[src/rtl/qif_pkg.sv]
// Shared constants, FSM state type and helpers for the QIF neuron array.
package qif_pkg;

  localparam int unsigned DEF_WIDTH      = 8;
  localparam int unsigned DEF_N_CH       = 4;
  localparam int unsigned DEF_FRAC_SHIFT = 3;
  localparam int unsigned DEF_IN_SHIFT   = 2;
  localparam int          DEF_V_RESET    = -20;
  localparam int          DEF_V_TH       = 50;
  localparam int unsigned DEF_REFRAC     = 2;
  localparam int unsigned DEF_EV_DEPTH   = 4;

  typedef enum logic {
    S_IDLE,
    S_SWEEP
  } state_t;

  // Width of a channel index; never narrower than one bit.
  function automatic int unsigned ch_w(input int unsigned n);
    return (n > 1) ? $clog2(n) : 1;
  endfunction

  // Clamp a wide signed value into the signed range of a w-bit word.
  function automatic logic signed [63:0] sat_s(input logic signed [63:0] x,
                                               input int unsigned w);
    logic signed [63:0] hi;
    logic signed [63:0] lo;
    hi = (64'sd1 <<< (w - 1)) - 64'sd1;
    lo = -(64'sd1 <<< (w - 1));
    if (x > hi)      return hi;
    else if (x < lo) return lo;
    else             return x;
  endfunction

endpackage

[src/rtl/qif_update_core.sv]
// Combinational QIF update for one channel: V, acc, refractory -> next state + spike.
module qif_update_core
  import qif_pkg::*;
#(
  parameter int unsigned WIDTH      = DEF_WIDTH,
  parameter int unsigned FRAC_SHIFT = DEF_FRAC_SHIFT,
  parameter int unsigned IN_SHIFT   = DEF_IN_SHIFT,
  parameter int          V_RESET    = DEF_V_RESET,
  parameter int          V_TH       = DEF_V_TH,
  parameter int unsigned REFRAC     = DEF_REFRAC,
  parameter int unsigned RW         = 2
) (
  input  logic signed [WIDTH-1:0] v,
  input  logic signed [WIDTH-1:0] acc,
  input  logic        [RW-1:0]    refrac,
  output logic signed [WIDTH-1:0] v_next,
  output logic        [RW-1:0]    refrac_next,
  output logic                    spike
);

  localparam int unsigned SW = 2 * WIDTH + 2;
  localparam logic signed [WIDTH-1:0] VRST = WIDTH'(V_RESET);
  localparam logic signed [WIDTH-1:0] VTH  = WIDTH'(V_TH);

  logic signed [WIDTH-1:0] q;
  logic signed [WIDTH-1:0] acc_in;
  logic signed [SW-1:0]    sum;
  logic signed [WIDTH-1:0] vn;

  assign q      = v >>> FRAC_SHIFT;
  assign acc_in = acc >>> IN_SHIFT;
  assign sum    = SW'(v) + SW'(q) * SW'(q) + SW'(acc_in);
  assign vn     = WIDTH'(sat_s(64'(sum), WIDTH));

  // Refractory hold, threshold test and reset-on-spike.
  always_comb begin
    v_next      = vn;
    refrac_next = refrac;
    spike       = 1'b0;
    if (refrac != '0) begin
      v_next      = VRST;
      refrac_next = refrac - RW'(1);
    end else if (vn >= VTH) begin
      v_next      = VRST;
      refrac_next = RW'(REFRAC);
      spike       = 1'b1;
    end
  end

endmodule

[src/rtl/qif_neuron_array.sv]
// Time-multiplexed QIF neuron array: per-channel state, one shared update core,
// IDLE/SWEEP sequencer and a spike-event FIFO with valid/ready output.
module qif_neuron_array
  import qif_pkg::*;
#(
  parameter int unsigned WIDTH      = DEF_WIDTH,
  parameter int unsigned N_CH       = DEF_N_CH,
  parameter int unsigned FRAC_SHIFT = DEF_FRAC_SHIFT,
  parameter int unsigned IN_SHIFT   = DEF_IN_SHIFT,
  parameter int          V_RESET    = DEF_V_RESET,
  parameter int          V_TH       = DEF_V_TH,
  parameter int unsigned REFRAC     = DEF_REFRAC,
  parameter int unsigned EV_DEPTH   = DEF_EV_DEPTH
) (
  input  logic                          clk,
  input  logic                          reset,
  input  logic                          tick,
  input  logic                          in_valid,
  input  logic [ch_w(N_CH)-1:0]         in_ch,
  input  logic signed [WIDTH-1:0]       in_current,
  output logic                          in_ready,
  output logic                          spk_valid,
  input  logic                          spk_ready,
  output logic [ch_w(N_CH)-1:0]         spk_ch,
  output logic                          busy,
  input  logic [ch_w(N_CH)-1:0]         v_mon_ch,
  output logic signed [WIDTH-1:0]       v_mon,
  output logic                          ev_drop,
  output logic                          tick_overrun
);

  localparam int unsigned CW   = ch_w(N_CH);
  localparam int unsigned RW   = (REFRAC > 0) ? $clog2(REFRAC + 1) : 1;
  localparam int unsigned AW   = $clog2(EV_DEPTH);
  localparam int unsigned CNTW = AW + 1;
  localparam logic signed [WIDTH-1:0] VRST = WIDTH'(V_RESET);
  localparam logic [CW-1:0] LAST_CH = CW'(N_CH - 1);

  state_t state;
  logic [CW-1:0] ch;

  logic signed [WIDTH-1:0] v      [N_CH];
  logic signed [WIDTH-1:0] acc    [N_CH];
  logic        [RW-1:0]    refrac [N_CH];

  logic signed [WIDTH-1:0] acc_sum;
  logic signed [WIDTH-1:0] core_v;
  logic        [RW-1:0]    core_r;
  logic                    core_spike;

  logic [CW-1:0]   ev_mem [EV_DEPTH];
  logic [AW-1:0]   wptr;
  logic [AW-1:0]   rptr;
  logic [CNTW-1:0] count;
  logic            full;
  logic            push;
  logic            pop;
  logic            do_write;

  assign in_ready = ~busy;
  assign v_mon    = v[v_mon_ch];
  assign acc_sum  = WIDTH'(sat_s(64'(acc[in_ch]) + 64'(in_current), WIDTH));

  qif_update_core #(
    .WIDTH      (WIDTH),
    .FRAC_SHIFT (FRAC_SHIFT),
    .IN_SHIFT   (IN_SHIFT),
    .V_RESET    (V_RESET),
    .V_TH       (V_TH),
    .REFRAC     (REFRAC),
    .RW         (RW)
  ) u_core (
    .v           (v[ch]),
    .acc         (acc[ch]),
    .refrac      (refrac[ch]),
    .v_next      (core_v),
    .refrac_next (core_r),
    .spike       (core_spike)
  );

  // Sweep sequencer: one channel per cycle, busy and overrun flag registered.
  always_ff @(posedge clk) begin
    if (reset) begin
      state        <= S_IDLE;
      ch           <= '0;
      busy         <= 1'b0;
      tick_overrun <= 1'b0;
    end else begin
      case (state)
        S_IDLE: begin
          if (tick) begin
            state <= S_SWEEP;
            ch    <= '0;
            busy  <= 1'b1;
          end
        end
        S_SWEEP: begin
          if (tick) tick_overrun <= 1'b1;
          if (ch == LAST_CH) begin
            state <= S_IDLE;
            busy  <= 1'b0;
            ch    <= '0;
          end else begin
            ch <= ch + CW'(1);
          end
        end
        default: state <= S_IDLE;
      endcase
    end
  end

  // Per-channel state: saturating current writes while idle, write-back while sweeping.
  // Writes are only accepted when not busy, so they never collide with the sweep's acc clear.
  always_ff @(posedge clk) begin
    if (reset) begin
      for (int unsigned i = 0; i < N_CH; i++) begin
        v[i]      <= VRST;
        acc[i]    <= '0;
        refrac[i] <= '0;
      end
    end else begin
      if (in_valid && in_ready) acc[in_ch] <= acc_sum;
      if (state == S_SWEEP) begin
        v[ch]      <= core_v;
        acc[ch]    <= '0;
        refrac[ch] <= core_r;
      end
    end
  end

  assign full      = (count == CNTW'(EV_DEPTH));
  assign spk_valid = (count != '0);
  assign spk_ch    = ev_mem[rptr];
  assign push      = (state == S_SWEEP) && core_spike;
  assign pop       = spk_valid && spk_ready;
  // When full, a simultaneous pop frees the head slot, which is the slot wptr points at.
  assign do_write  = push && (!full || pop);

  // Spike-event FIFO with drop detection.
  always_ff @(posedge clk) begin
    if (reset) begin
      wptr    <= '0;
      rptr    <= '0;
      count   <= '0;
      ev_drop <= 1'b0;
    end else begin
      if (do_write) begin
        ev_mem[wptr] <= ch;
        wptr         <= wptr + AW'(1);
      end
      if (pop) rptr <= rptr + AW'(1);
      if (push && full && !pop) ev_drop <= 1'b1;
      case ({do_write, pop})
        2'b10:   count <= count + CNTW'(1);
        2'b01:   count <= count - CNTW'(1);
        default: count <= count;
      endcase
    end
  end

endmodule
[config.mk]
export PLATFORM = sky130hd
export DESIGN_NAME = qif_neuron_array
export DESIGN_NICKNAME = d
export VERILOG_FILES = /design/src/rtl/qif_pkg.sv /design/src/rtl/qif_update_core.sv /design/src/rtl/qif_neuron_array.sv
export SDC_FILE = /design/constraint.sdc
export NUM_CORES = 1
export LEC_CHECK = 0
export BUFFER_PORTS_ARGS = -buffer_cell sky130_fd_sc_hd__buf_2
export CORE_MARGIN = 10
export CORE_UTILIZATION = 55
export DETAILED_ROUTE_END_ITERATION = 12
export PLACE_DENSITY = 0.74
export SETUP_SLACK_MARGIN = 0.02
export SYNTH_ARGS = -nofsm -noshare
export SYNTH_HDL_FRONTEND = slang
export SYNTH_SLANG_ARGS = --single-unit
[constraint.sdc]
create_clock -name clk -period 8.7 [get_ports clk]
set_clock_uncertainty 0.15 [all_clocks]
set_input_delay 1.305 -clock clk [delete_from_list [all_inputs] [get_ports clk]]
set_output_delay 1.305 -clock clk [all_outputs]
set_load 0.01 [all_outputs]
Yosys cells after proc, flatten, opt, wreduce, memory -nomap -nowiden:

Memories as Yosys holds them, arrays and structs flattened. A register that Yosys moved wholly into a read port is not among the register bits.
Index checks and enable logic that the tools add are counted.

* add/subtract/negate cells: 9
* bitwise operators: 2
* reduce and logical (&&, ||, !) cells: 18
* equal/unequal tests: 6
* muxes and demuxes: 51
* $lt $le $gt $ge: 5
* div/mod/pow operators: 0
* multiply operators: 1
* shift operators: 0

Operators by type and width (count)
* two-way mux 8 bit: 9
* two-way mux 2 bit: 17
* OR reduction 8 bit: 3
* two-way mux 1 bit: 21
* greater-than comparator 18 x 8 -> 1 bit, second input constant: 1
* less-than comparator 18 x 8 -> 1 bit, second input constant: 1
* adder 11 x 6 -> 12 bit: 1
* adder 8 x 10 -> 11 bit: 1
* multiplier 5 x 5 -> 10 bit: 1
* adder 8 x 8 -> 9 bit: 1
* greater-than comparator 9 x 8 -> 1 bit, second input constant: 1
* less-than comparator 9 x 8 -> 1 bit, second input constant: 1
* greater-or-equal comparator 8 x 7 -> 1 bit, second input constant: 1
* adder 2 x 1 -> 2 bit, second input constant: 3
* logical AND 1 bit: 6
* one-hot mux 3 bit (2 select lines): 1
* equality test 2 bit, second input constant: 2
* one-hot mux 1 bit (2 select lines): 2
* one-hot mux 2 bit (2 select lines): 1
* AND reduction 2 bit: 2
* nonzero test 2 bit: 2
* adder 3 x 1 -> 3 bit, second input constant: 1
* equality test 3 bit, second input constant: 1
* nonzero test 3 bit: 1
* other kinds (9): 11

* memory bits (writable): 80
* register bits after elaboration: 13
* ROM bits: 0
* logic and storage cells: 104
* memories: 4
* bits in latches: 0
* output and inout bits: 15

Memories
* acc: depth 4, width 8, read ports 2, clocked after Yosys merged registers in 1, write ports 4, line qif_neuron_array.sv:43 `logic signed [WIDTH-1:0] acc [N_CH];`
* v: depth 4, width 8, read ports 2, clocked after Yosys merged registers in 1, write ports 4, line qif_neuron_array.sv:42 `logic signed [WIDTH-1:0] v [N_CH];`
* ev_mem: depth 4, width 2, read ports 1, clocked after Yosys merged registers in 1, write ports 1, line qif_neuron_array.sv:51 `logic [CW-1:0] ev_mem [EV_DEPTH];`
* refrac: depth 4, width 2, read ports 1, clocked after Yosys merged registers in 1, write ports 4, line qif_neuron_array.sv:44 `logic [RW-1:0] refrac [N_CH];`

Longest topological paths before layout:

Gate-level depths: netlist of run 1.

* depth in word-level cells: 14
* mapped depth: 26
* gate-level depth less buffers: 23

Hierarchy:

A second synthesis of run 1 with hierarchy kept.

* cell total of the unflattened synthesis: 645
* area, all modules: 6941.7 um^2

Modules (own cells, without submodules)
* qif_neuron_array: area each 5158.7 um^2, instances 1, cells an instance 432
* qif_update_core: area each 1783.0 um^2, instances 1, cells an instance 213

Worst setup path before layout of run 1:

OpenSTA, ideal clock, no wires.

* kind: reg-to-reg
* start: register with a tool-made name
* end: register count[1]
* period minus slack after synthesis: 7.487 ns
* cell stages (with the launch flop): 24
* setup time: 0.074 ns
* buffers on the path: 3
* path slack: 1.213 ns
* data arrival time: 7.263 ns
* path through: dfxtp_1 -> clkbuf_1 -> buf_1 -> mux4_2 -> inv_1 -> nor2_1 -> fa_1 -> fa_1 -> fa_1 -> inv_1 -> fa_1 -> inv_1 -> ha_1 -> nor2b_4 -> o31a_1 -> or4b_4 -> o2111ai_2 -> o31ai_2 -> or3_1 -> buf_2 -> nand2_1 -> fa_1 -> or4_1 -> a31oi_1

RTL lines
* end signal, assigned: line qif_neuron_array.sv:154 `2'b10: count <= count + CNTW'(1);`
* end signal, assigned: line qif_neuron_array.sv:155 `2'b01: count <= count - CNTW'(1);`
* end signal, assigned: line qif_neuron_array.sv:156 `default: count <= count;`
* end, declared: line qif_neuron_array.sv:54 `logic [CNTW-1:0] count;`

==> summary.txt, run 1 <==
Timing
  • TNS Setup: 0 ns
  • Final hold slack: slightly above 0.3 ns
  • Final min period: 7.456 ns
  • Max-slew violations: 0
  • Worst-Margin Slew: 1.224 ns
  • Worst slew margin: approximately 18%
  • Setup violators final: 0
  • Fin crit share: 85.70%
  • RSZ-0062 raised after global routing: false
  • Fmax: approximately 130 MHz
  • Final hold vios: 0

Critical path
  • Worst Setup Start Kind: flip-flop
  • Worst Path Arrival: ~7.6 ns
  • Critical path data required time: 8.82 ns
  • Bufs and invs on worst path: 4
  • CP top delay family: adder cells
  • Critical path's most frequent cell: fa_1
  • Worst setup EP type: flip-flop
  • Sequence of cells on the critical path: mux4_2, and2_1, inv_1, fa_1, fa_1, inv_1, fa_1, inv_1, fa_1, inv_1, ha_1, o21a_1, o31a_1, o21ai_0, o2111ai_2, o31ai_2, or3_1, nand2_1, fa_1, or4_1, a31oi_1
  • Worst-path fanout max: 8
  • CP Class: flip-flop to flip-flop
  • Reg2reg path depth: 21
  • Crit path max-delay cell type: mux4_2
  • Crit path depth: 21
  • CP max stage delay: roughly 0.69 ns

Route
  • Initial drt markers: 351
  • Pre-Repair DR Iteration Count: 5
  • DR vias/cell: 5.943
  • ANT nets after route: 0
  • Wire per inst: 18.19 um
  • Remaining DRCs: 0
  • Vias: between 4,000 and 5,000
  • DRT Wirelength: between 10,000 and 15,000 um

Synth
  • Ys async rst share: 0%
  • Syn Nets: just over 700
  • Mapped Cells: between 600 and 700
  • Number of synthesized flops with an enable pin: 48
  • Seq/Total Area, Yosys: a little under two fifths
  • Syn_area_per_cell: about 11 um^2
  • Post-Syn Area: 6506 um^2
  • Dominant synthesized flop cell: dfxtp_1
  • Synth Warn #: 0
  • Distinct cells, synth: 52
  • Yosys reg bits: between 90 and 100
  • Largest cells by area after synthesis: edfxtp_1 (22%), dfxtp_1 (15%), mux4_2 (12%)
  • Post-synth top area share: 22.15%
  • Area leader, netlist: edfxtp_1
  • Top-count cell post-synth: nand2_1
  • Top post-synthesis cells by count: nand2_1 (77), inv_1 (68), nor2_1 (52)

Placement
  • Dpl cells: around 770
  • Final RePlAce weighted congestion: between 0.9 and 1
  • Port Buffers: 31
  • Dpl hpwl: about 11,000 um

Global route
  • Total GRT Usage: a little under a fifth
  • Overflow after GRT: 0
  • GR peak layer: met2
  • Vias in the first global route: slightly below 5,000
  • Initial antenna violation count: 0
  • Global-route wire length before repair: about 24,000 um
  • GRT met3 Usage: between 2 and 2.5%
  • M1 GR Usage: around 23%
  • Routing usage on met2: a little under a third
  • Largest net degree at the start of global routing: 36

Floorplanning
  • Die area: ~17,000 um^2
  • IO Pins: 32
  • Site row count: 39
  • Floorplan Core Area: 11,520 um^2
  • Die Wd: 128.8 um
  • Die height: around 130 um
  • Initial core utilization: between 50% and 60%

Power
  • P_leak: approximately 0.0028 uW
  • Cell Pwr Density: between 300 and 400 nW/um^2
  • Worst vdd ir: ~0.30 mV

Clock tree
  • Postcts setup bufs: 0
  • CTS H-tree lvls: 3
  • CTS root buf: clkbuf_16
  • Bufs on Longest Clock Path: 2
  • CTS Sinks: just under 100
  • Clk pin slew, worst setup/hold paths: roughly 0.07 ns
  • Insertion delay to the later sink of the worst-skew pair: between 0.3 and 0.4 ns
  • Hold-fix buffers at CTS: 0
  • Total CTS buffers: 9
  • CTS tree: built
  • Post-cts resize count: 0

Final layout
  • Core Util, Final: about three fifths
  • Share of layout cells above drive strength 1: around 14%
  • Antenna diodes: 0
  • Layout net count: around 740
  • Fill count: 940
  • Layout Area Growth over Synthesis: 8.577%
  • Fin cells: 790

Hold path
  • Worst Hold Class: flip-flop to flip-flop
  • Hold path cells: 2

Run
  • Max-cap viol count: 0

Run status
  • Status: finished clean
[through the flow]
stage          cell area [um^2]  worst slack (ns)  total power, uW
2_1_floorplan              6506             1.213             1646
3_5_place_dp               6783             1.276             1977
3_3_place_gp               6783             1.526             1932
6_report                   7064             1.244             2387
4_1_cts                    7064             1.244             2376
5_1_grt                    7064            0.8967             2576
[placed cells by master, fill, tap and decap left out, drive strengths merged, types with 3 or more instances in the layout]
master  instances
nand2          77
inv            71
nor2           52
dfxtp          49
edfxtp         48
ha             45
o21ai          39
mux4           34
buf            33
fa             31
a21oi          24
nand2b         13
xnor2          13
clkbuf         12
nor3b          10
and2            9
nor3            8
xor2            6
a211oi          6
mux2i           6
nand3           6
o21bai          6
nor2b           5
a21o            4
nor4            4
or4             3
and3            3
mux2            3
[power by group]
group,switching [uW],total (uW),internal (uW)
sequential,32.2,552,520
clock,174,380,206
combinational,902,1450,553
[worst paths after layout]
| path | slack, ns | end | start |
|---|---|---|---|
| min | 0.31 | acc[0][1] | acc[0][1] |
| max reg2reg | 1.24 | count[1] | flip-flop |
| max | 1.24 | count[1] | flip-flop |
| min reg2reg | 0.31 | acc[0][1] | acc[0][1] |
[metal layers]
metal,share of wire [%],vias to the layer above
li1,-,2204
met1,42,2348
met2,52,118
met3,3.9,25
met4,2.1,0
met5,0,-
[cells by family (layout without fill, tap and decap cells)]
kind of cell / Yosys count / in the layout / synth area share, %
AO/OA/AOI/OAI: 94 / 94 / 8.692
XOR/XNOR: 19 / 19 / 2.846
adder cells (fa/ha/maj): 76 / 76 / 18.19
buffers and inverters: 87 / 117 / 5.038
flip-flops: 97 / 97 / 37.23
multiplexers: 43 / 43 / 13.21
AND/OR/NAND/NOR: 201 / 201 / 14.79
[registers in the layout, summed over array words and instances, names as in the netlist, 2 cells and up, named ones only]
signal	count
wptr	2
refrac	8
ch	2
ev_mem	8
acc	32
rptr	2
v	32
count	3
[layout make-up]
cell class / instances / area [um^2] / area share (%)
multi-input cells: 433 / 3756 / 53.17
flip-flops and latches: 97 / 2422 / 34.29
inverters: 68 / 255.2 / 3.613
clock buffers: 12 / 246.5 / 3.489
well taps: 143 / 178.9 / 2.533
repair buffers: 33 / 170.2 / 2.409
clock inverters: 4 / 35.03 / 0.4959
[worst reg2reg max path: cells and delay by family, from the launching register on]
kind / cells / cell delay [ns]
adder cells (fa/ha/maj): 6 / 2.98
AO/OA/AOI/OAI: 6 / 1.52
AND/OR/NAND/NOR: 4 / 1.21
multiplexers: 1 / 0.69
flip-flops: 1 / 0.59
buffers and inverters: 4 / 0.26
(Power assumes the default switching activity.)
==> inputs of run 2 (changes only) <==
--- a/config.mk
+++ b/config.mk
@@ -5,10 +5,13 @@
 export SDC_FILE = /design/constraint.sdc
 export NUM_CORES = 1
 export LEC_CHECK = 0
+export ABC_CLOCK_PERIOD_IN_PS = 8700
 export BUFFER_PORTS_ARGS = -buffer_cell sky130_fd_sc_hd__buf_2
 export CORE_MARGIN = 10
 export CORE_UTILIZATION = 55
+export CTS_BUF_LIST = sky130_fd_sc_hd__clkbuf_16
 export DETAILED_ROUTE_END_ITERATION = 12
+export MAX_ROUTING_LAYER = met4
 export PLACE_DENSITY = 0.74
 export SETUP_SLACK_MARGIN = 0.02
 export SYNTH_ARGS = -nofsm -noshare
==> summary.txt, run 2 (synthesis gave the netlist of run 1 again) <==
Timing
  • TNS Setup: 0 ns
  • Setup violators final: 0
  • Final hold slack: a little over 0.3 ns
  • Worst-Margin Slew: around 1.3 ns
  • Final hold vios: 0
  • Fin crit share: between 80% and 90%
  • Max-slew violations: 0
  • RSZ-0062 raised after global routing: false
  • Fmax: 134.1 MHz
  • Worst slew margin: 15.08%
  • Final min period: approximately 7.5 ns

Critical path
  • Sequence of cells on the critical path: mux4_2, and2_1, inv_1, fa_1, fa_1, inv_1, fa_1, inv_1, fa_1, inv_1, ha_1, o21a_1, o31a_1, o21ai_0, o2111ai_2, o31ai_2, or3_1, nand2_1, fa_1, or4_1, a31oi_1
  • End of the critical path: count[1]
  • Worst setup EP type: flip-flop
  • Worst-path fanout max: 8
  • Critical path's most frequent cell: fa_1
  • CP top delay family: adder cells
  • FF-to-FF End: count[1]
  • Worst Setup Start Kind: flip-flop
  • Crit path max-delay cell type: mux4_2
  • Critical path data required time: a little under 9 ns
  • R2r setup slk: between 1 and 1.5 ns
  • CP Class: flip-flop to flip-flop
  • Reg2reg path depth: 21
  • Bufs and invs on worst path: 4
  • Crit path depth: 21
  • CP max stage delay: 0.69 ns
  • Worst Path Arrival: about 7.6 ns

Global route
  • Overflow after GRT: 0
  • Initial antenna violation count: 0
  • Largest net degree at the start of global routing: 36
  • Global-route wire length before repair: roughly 24,000 um
  • Vias in the first global route: between 4,000 and 5,000
  • Total GRT Usage: 18.63%

Final layout
  • Final instance area: ~7100 um^2
  • Commonest cells after routing, fill and taps aside: nand2_1 (77), inv_1 (70), nor2_1 (52)
  • Fill count: ~940
  • Largest regs: acc: 32 flops, v: 32 flops
  • Layout net count: around 740
  • Area of the multi-input gates: ~3800 um^2
  • Share of layout cells above drive strength 1: around 14%
  • Register Area: between 2000 and 2500 um^2
  • Layout Area Growth over Synthesis: 8.423%
  • Core Util, Final: 61.26%
  • Most common cell after layout, fill and taps aside: nand2_1
  • Antenna diodes: 0
  • Fin cells: 790

Clock tree
  • CTS tree: built
  • Total CTS buffers: 9
  • Postcts setup bufs: 0
  • Hold-fix buffers at CTS: 0
  • CTS H-tree lvls: 3
  • Clk pin slew, worst setup/hold paths: roughly 0.07 ns
  • CTS Sinks: 97
  • CTS root buf: clkbuf_16
  • Bufs on Longest Clock Path: 2
  • Insertion delay to the later sink of the worst-skew pair: between 0.3 and 0.4 ns
  • Post-cts resize count: 0

Placement
  • Dpl cells: ~770
  • Port Buffers: 31
  • Final RePlAce weighted congestion: roughly 0.93
  • Post-DP Area: between 6000 and 7000 um^2
  • Dpl hpwl: roughly 11,000 um

Power
  • P_leak: around 0.0028 uW
  • Cell Pwr Density: ~340 nW/um^2
  • Worst vdd ir: just over 0.3 mV

Run status
  • Status: finished clean

Route
  • Initial drt markers: 365
  • Vias: 4,721
  • DR vias/cell: 5.976
  • Wire per inst: 18.19 um
  • ANT nets after route: 0
  • Pre-Repair DR Iteration Count: 5
  • DRT Wirelength: between 10,000 and 15,000 um
  • Remaining DRCs: 0

Floorplanning
  • IO Pins: 32
  • Die height: roughly 130 um
  • Die area: approximately 17,000 um^2
  • Initial core utilization: a little under three fifths
  • Floorplan Core Area: approximately 12,000 um^2
  • Die Wd: approximately 130 um
  • Site row count: 39

Run
  • Max-cap viol count: 0

Hold path
  • Worst Hold Class: flip-flop to flip-flop
run 2: cell count changes in the layout (fill, tap and decap cells not counted):
cell | before | now
clkbuf_1 | 2 | 0
inv_2 | 0 | 1
clkbuf_8 | 1 | 0
inv_1 | 68 | 70
run 2: tightest hold or removal path, delay by kind of cell (launching register included):
family	cells	cell delay, ns
AOI/OAI and AO/OA	1	0.05
DFF	1	0.33
and+or+nand+nor	1	0.04
run 2: report_power, final:
group | leakage (uW) | internal [uW] | switching [uW]
clock network | 0.000145 | 195 | 175
logic | 0.00183 | 553 | 905
registers | 0.000818 | 520 | 32.0
total | 0.00279 | 1270 | 1110
run 2: worst min path at each step:
stage,start,to,slack (ns),cells after the start
final,acc[1][1],acc[1][1],0.31,2
after CTS,acc[1][1],acc[1][1],0.31,2
after global routing,acc[3][1],acc[3][1],0.35,2
after global placement,acc[0][1],acc[0][1],0.28,2
after detailed placement,acc[1][1],acc[1][1],0.29,2
after floorplan,acc[2][0],acc[2][0],0.27,2
run 2: cell type report:
cell class,instances,area share [%]
Multi-Input combinational cell,433,53.25
Timing Repair Buffer,33,2.412
Clock buffer,9,3.193
Clock inverter,7,0.6563
Sequential cell,97,34.34
Inverter,68,3.618
Tap cell,143,2.536
run 2: metal layers:
layer	vias to the layer above	wire length [um]	GRT usage [%]
met5	-	0	-
met3	25	566	2.464
met4	0	267	6.221
li1	2204	-	-
met1	2377	6105	22.40
met2	115	7427	31.74
run 2: stage by stage:
| step | total power [uW] | setup WS, ns |
|---|---|---|
| after floorplan | 1646 | 1.213 |
| after global placement | 1932 | 1.526 |
| after detailed placement | 1977 | 1.276 |
| after CTS | 2369 | 1.242 |
| after global routing | 2566 | 0.8967 |
| final | 2380 | 1.245 |
==> inputs of run 3 (changes only) <==
--- a/config.mk
+++ b/config.mk
@@ -5,14 +5,15 @@
 export SDC_FILE = /design/constraint.sdc
 export NUM_CORES = 1
 export LEC_CHECK = 0
-export ABC_CLOCK_PERIOD_IN_PS = 8700
+export ABC_CLOCK_PERIOD_IN_PS = 6000
 export BUFFER_PORTS_ARGS = -buffer_cell sky130_fd_sc_hd__buf_2
 export CORE_MARGIN = 10
 export CORE_UTILIZATION = 55
 export CTS_BUF_LIST = sky130_fd_sc_hd__clkbuf_16
+export CTS_CLUSTER_DIAMETER = 40
 export DETAILED_ROUTE_END_ITERATION = 12
 export MAX_ROUTING_LAYER = met4
-export PLACE_DENSITY = 0.74
+export PLACE_DENSITY = 0.77
 export SETUP_SLACK_MARGIN = 0.02
 export SYNTH_ARGS = -nofsm -noshare
 export SYNTH_HDL_FRONTEND = slang
==> constraint.sdc (replaced) <==
create_clock -name clk -period 6 [get_ports clk]
set_clock_uncertainty 0.15 [all_clocks]
set_input_delay 0.9 -clock clk [delete_from_list [all_inputs] [get_ports clk]]
set_output_delay 0.9 -clock clk [all_outputs]
set_load 0.01 [all_outputs]
==> summary.txt, run 3 (synthesis gave the netlist of run 1 again) <==
Power
  • Clock power share: around 12%
  • Pwr Total: 4780 uW
  • Switching share of power: 44.13%
  • Cell Pwr Density: about 600 nW/um^2
  • Switching power: about 2100 uW
  • P_leak: 0.003253 uW
  • Power Internal: around 2700 uW
  • Worst vdd ir: a little over 0.5 mV
  • Flop pwr share: about 17%
  • Logic gate share of total power: between 70% and 80%

Clock tree
  • CTS tree: built
  • CTS H-tree lvls: 3
  • Bufs on Longest Clock Path: 2
  • Insertion delay to the later sink of the worst-skew pair: approximately 0.35 ns
  • Total CTS buffers: 9
  • CTS root buf: clkbuf_16
  • CTS Sinks: between 90 and 100
  • Clk pin slew, worst setup/hold paths: about 0.07 ns
  • Hold-fix buffers at CTS: 0

Critical path
  • Bufs and invs on worst path: 4
  • Worst Setup Start Kind: flip-flop
  • CP max stage delay: about 0.57 ns
  • CP top delay family: adder cells
  • Sequence of cells on the critical path: buf_12, mux4_2, buf_4, fa_1, fa_1, fa_1, inv_2, fa_1, inv_2, ha_4, nor2b_4, o31a_1, or4b_4, o2111ai_4, o31ai_4, or3_4, nand2_2, fa_2, or4_1, a31oi_1
  • Critical path data required time: between 6 and 7 ns
  • Worst-path fanout max: 7
  • Crit path max-delay cell type: mux4_2
  • Worst Path Arrival: about 6.6 ns
  • R2r setup slk: -0.46 ns
  • Critical path's most frequent cell: fa_1
  • CP Class: flip-flop to flip-flop
  • Worst setup EP type: flip-flop

Final layout
  • Register Area: ~2400 um^2
  • Antenna diodes: 0
  • Most common cell after layout, fill and taps aside: nand2_1
  • Final instance area: around 8000 um^2
  • Share of layout cells above drive strength 1: roughly 32%
  • Largest regs: acc: 32 flops, v: 32 flops
  • Commonest cells after routing, fill and taps aside: nand2_1 (68), inv_1 (60), buf_4 (60)
  • Layout Area Growth over Synthesis: 23.44%
  • Layout net count: approximately 800
  • Fill count: 813
  • Area of the multi-input gates: between 4000 and 5000 um^2
  • Core Util, Final: a little over two thirds

Placement
  • Dpl hpwl: ~11,000 um
  • Port Buffers: 31
  • Final RePlAce weighted congestion: 0.9367
  • Post-DP Area: 7328 um^2
  • Pre-CTS setup slack: -0.6237 ns

Route
  • Met3 wire length: ~660 um
  • DR vias/cell: 5.766
  • DRT Wirelength: 15,260 um
  • ANT nets after route: 0
  • Wl on met1: about 6000 um
  • Vias: 4,970
  • Met2 WL: ~8300 um
  • Pre-Repair DR Iteration Count: 5
  • Remaining DRCs: 0
  • Wire per inst: roughly 18 um
  • Initial drt markers: about 380
  • Top sig layer: met4

Timing
  • Final hold vios: 0
  • Max-slew violations: 0
  • Fin crit share: 107.7%
  • Setup violators final: 23
  • Fmax: 154.8 MHz
  • Final worst setup slack: -0.4597 ns
  • Worst slew margin: between 10% and 20%
  • RSZ-0062 raised after global routing: true
  • Worst-Margin Slew: 1.263 ns
  • TNS Setup: -4.156 ns
  • Final min period: approximately 6.5 ns

Run status
  • Status: finished, violations left
  • Failing checks: negative setup slack

Floorplanning
  • IO Pins: 32
  • Die area: roughly 17,000 um^2
  • Initial core utilization: 56.50%
  • Floorplan Core Area: 11,520 um^2
  • Die height: ~130 um
  • Die Wd: between 100 and 150 um
  • Site row count: 39

Hold path
  • Worst Hold Class: flip-flop to flip-flop
  • Hold wc startpoint: acc[2][0]

Global route
  • Overflow after GRT: 0
  • Vias in the first global route: between 5,000 and 6,000
  • Largest net degree at the start of global routing: 36
  • Global-route wire length before repair: ~24,000 um
  • Initial antenna violation count: 0
  • Total GRT Usage: between 10% and 20%

Run
  • Max-cap viol count: 0
==> run 3: tightest hold or removal path, stage by stage (launching register included) <==
cell,delay (ns)
dfxtp_1,0.33
nand2_1,0.04
o21ai_0,0.06
==> run 3: timing repair <==
action | 4_1_cts | 5_1_grt
endpoints found under the setup margin | 49 | 49
pin swaps | 21 | 31
buffers inserted | 5 | 6
resized for setup | 27 | 59
==> run 3: per-stage QoR <==
stage | hold WS (ns) | cells
after detailed placement | 0.2929 | 835
final | 0.3147 | 862
after CTS | 0.3132 | 856
after global placement | 0.2805 | 835
after floorplan | 0.2698 | 617
after global routing | 0.3338 | 862
==> run 3: final cells by class <==
type	instances	share of cell area [%]
Clock buffer	9	2.804
Multi-Input combinational cell	433	50.86
Tap cell	143	2.228
Clock inverter	7	0.7945
Sequential cell	97	30.18
Inverter	68	3.303
Timing Repair Buffer	105	9.830
==> run 3: routing by layer <==
| layer | global-route usage, % | vias to the layer above |
|---|---|---|
| met5 | - | - |
| met4 | 6.421 | 0 |
| met2 | 34.07 | 146 |
| met3 | 2.875 | 31 |
| met1 | 20.59 | 2447 |
| li1 | - | 2346 |
==> run 3: final timing paths <==
kind | end | depth (start not counted)
setup / recovery | count[1] | 20
hold / removal | acc[2][0] | 2
setup reg to reg | count[1] | 20
hold reg to reg | acc[2][0] | 2
==> run 3: power groups by stage <==
stage / combinational (uW) / sequential [uW] / clock (uW)
final: 3430 / 800 / 552
after detailed placement: 2620 / 812 / 0
after global routing: 3710 / 806 / 583
after global placement: 2560 / 807 / 0
after floorplan: 1670 / 797 / 0
after CTS: 2890 / 798 / 556
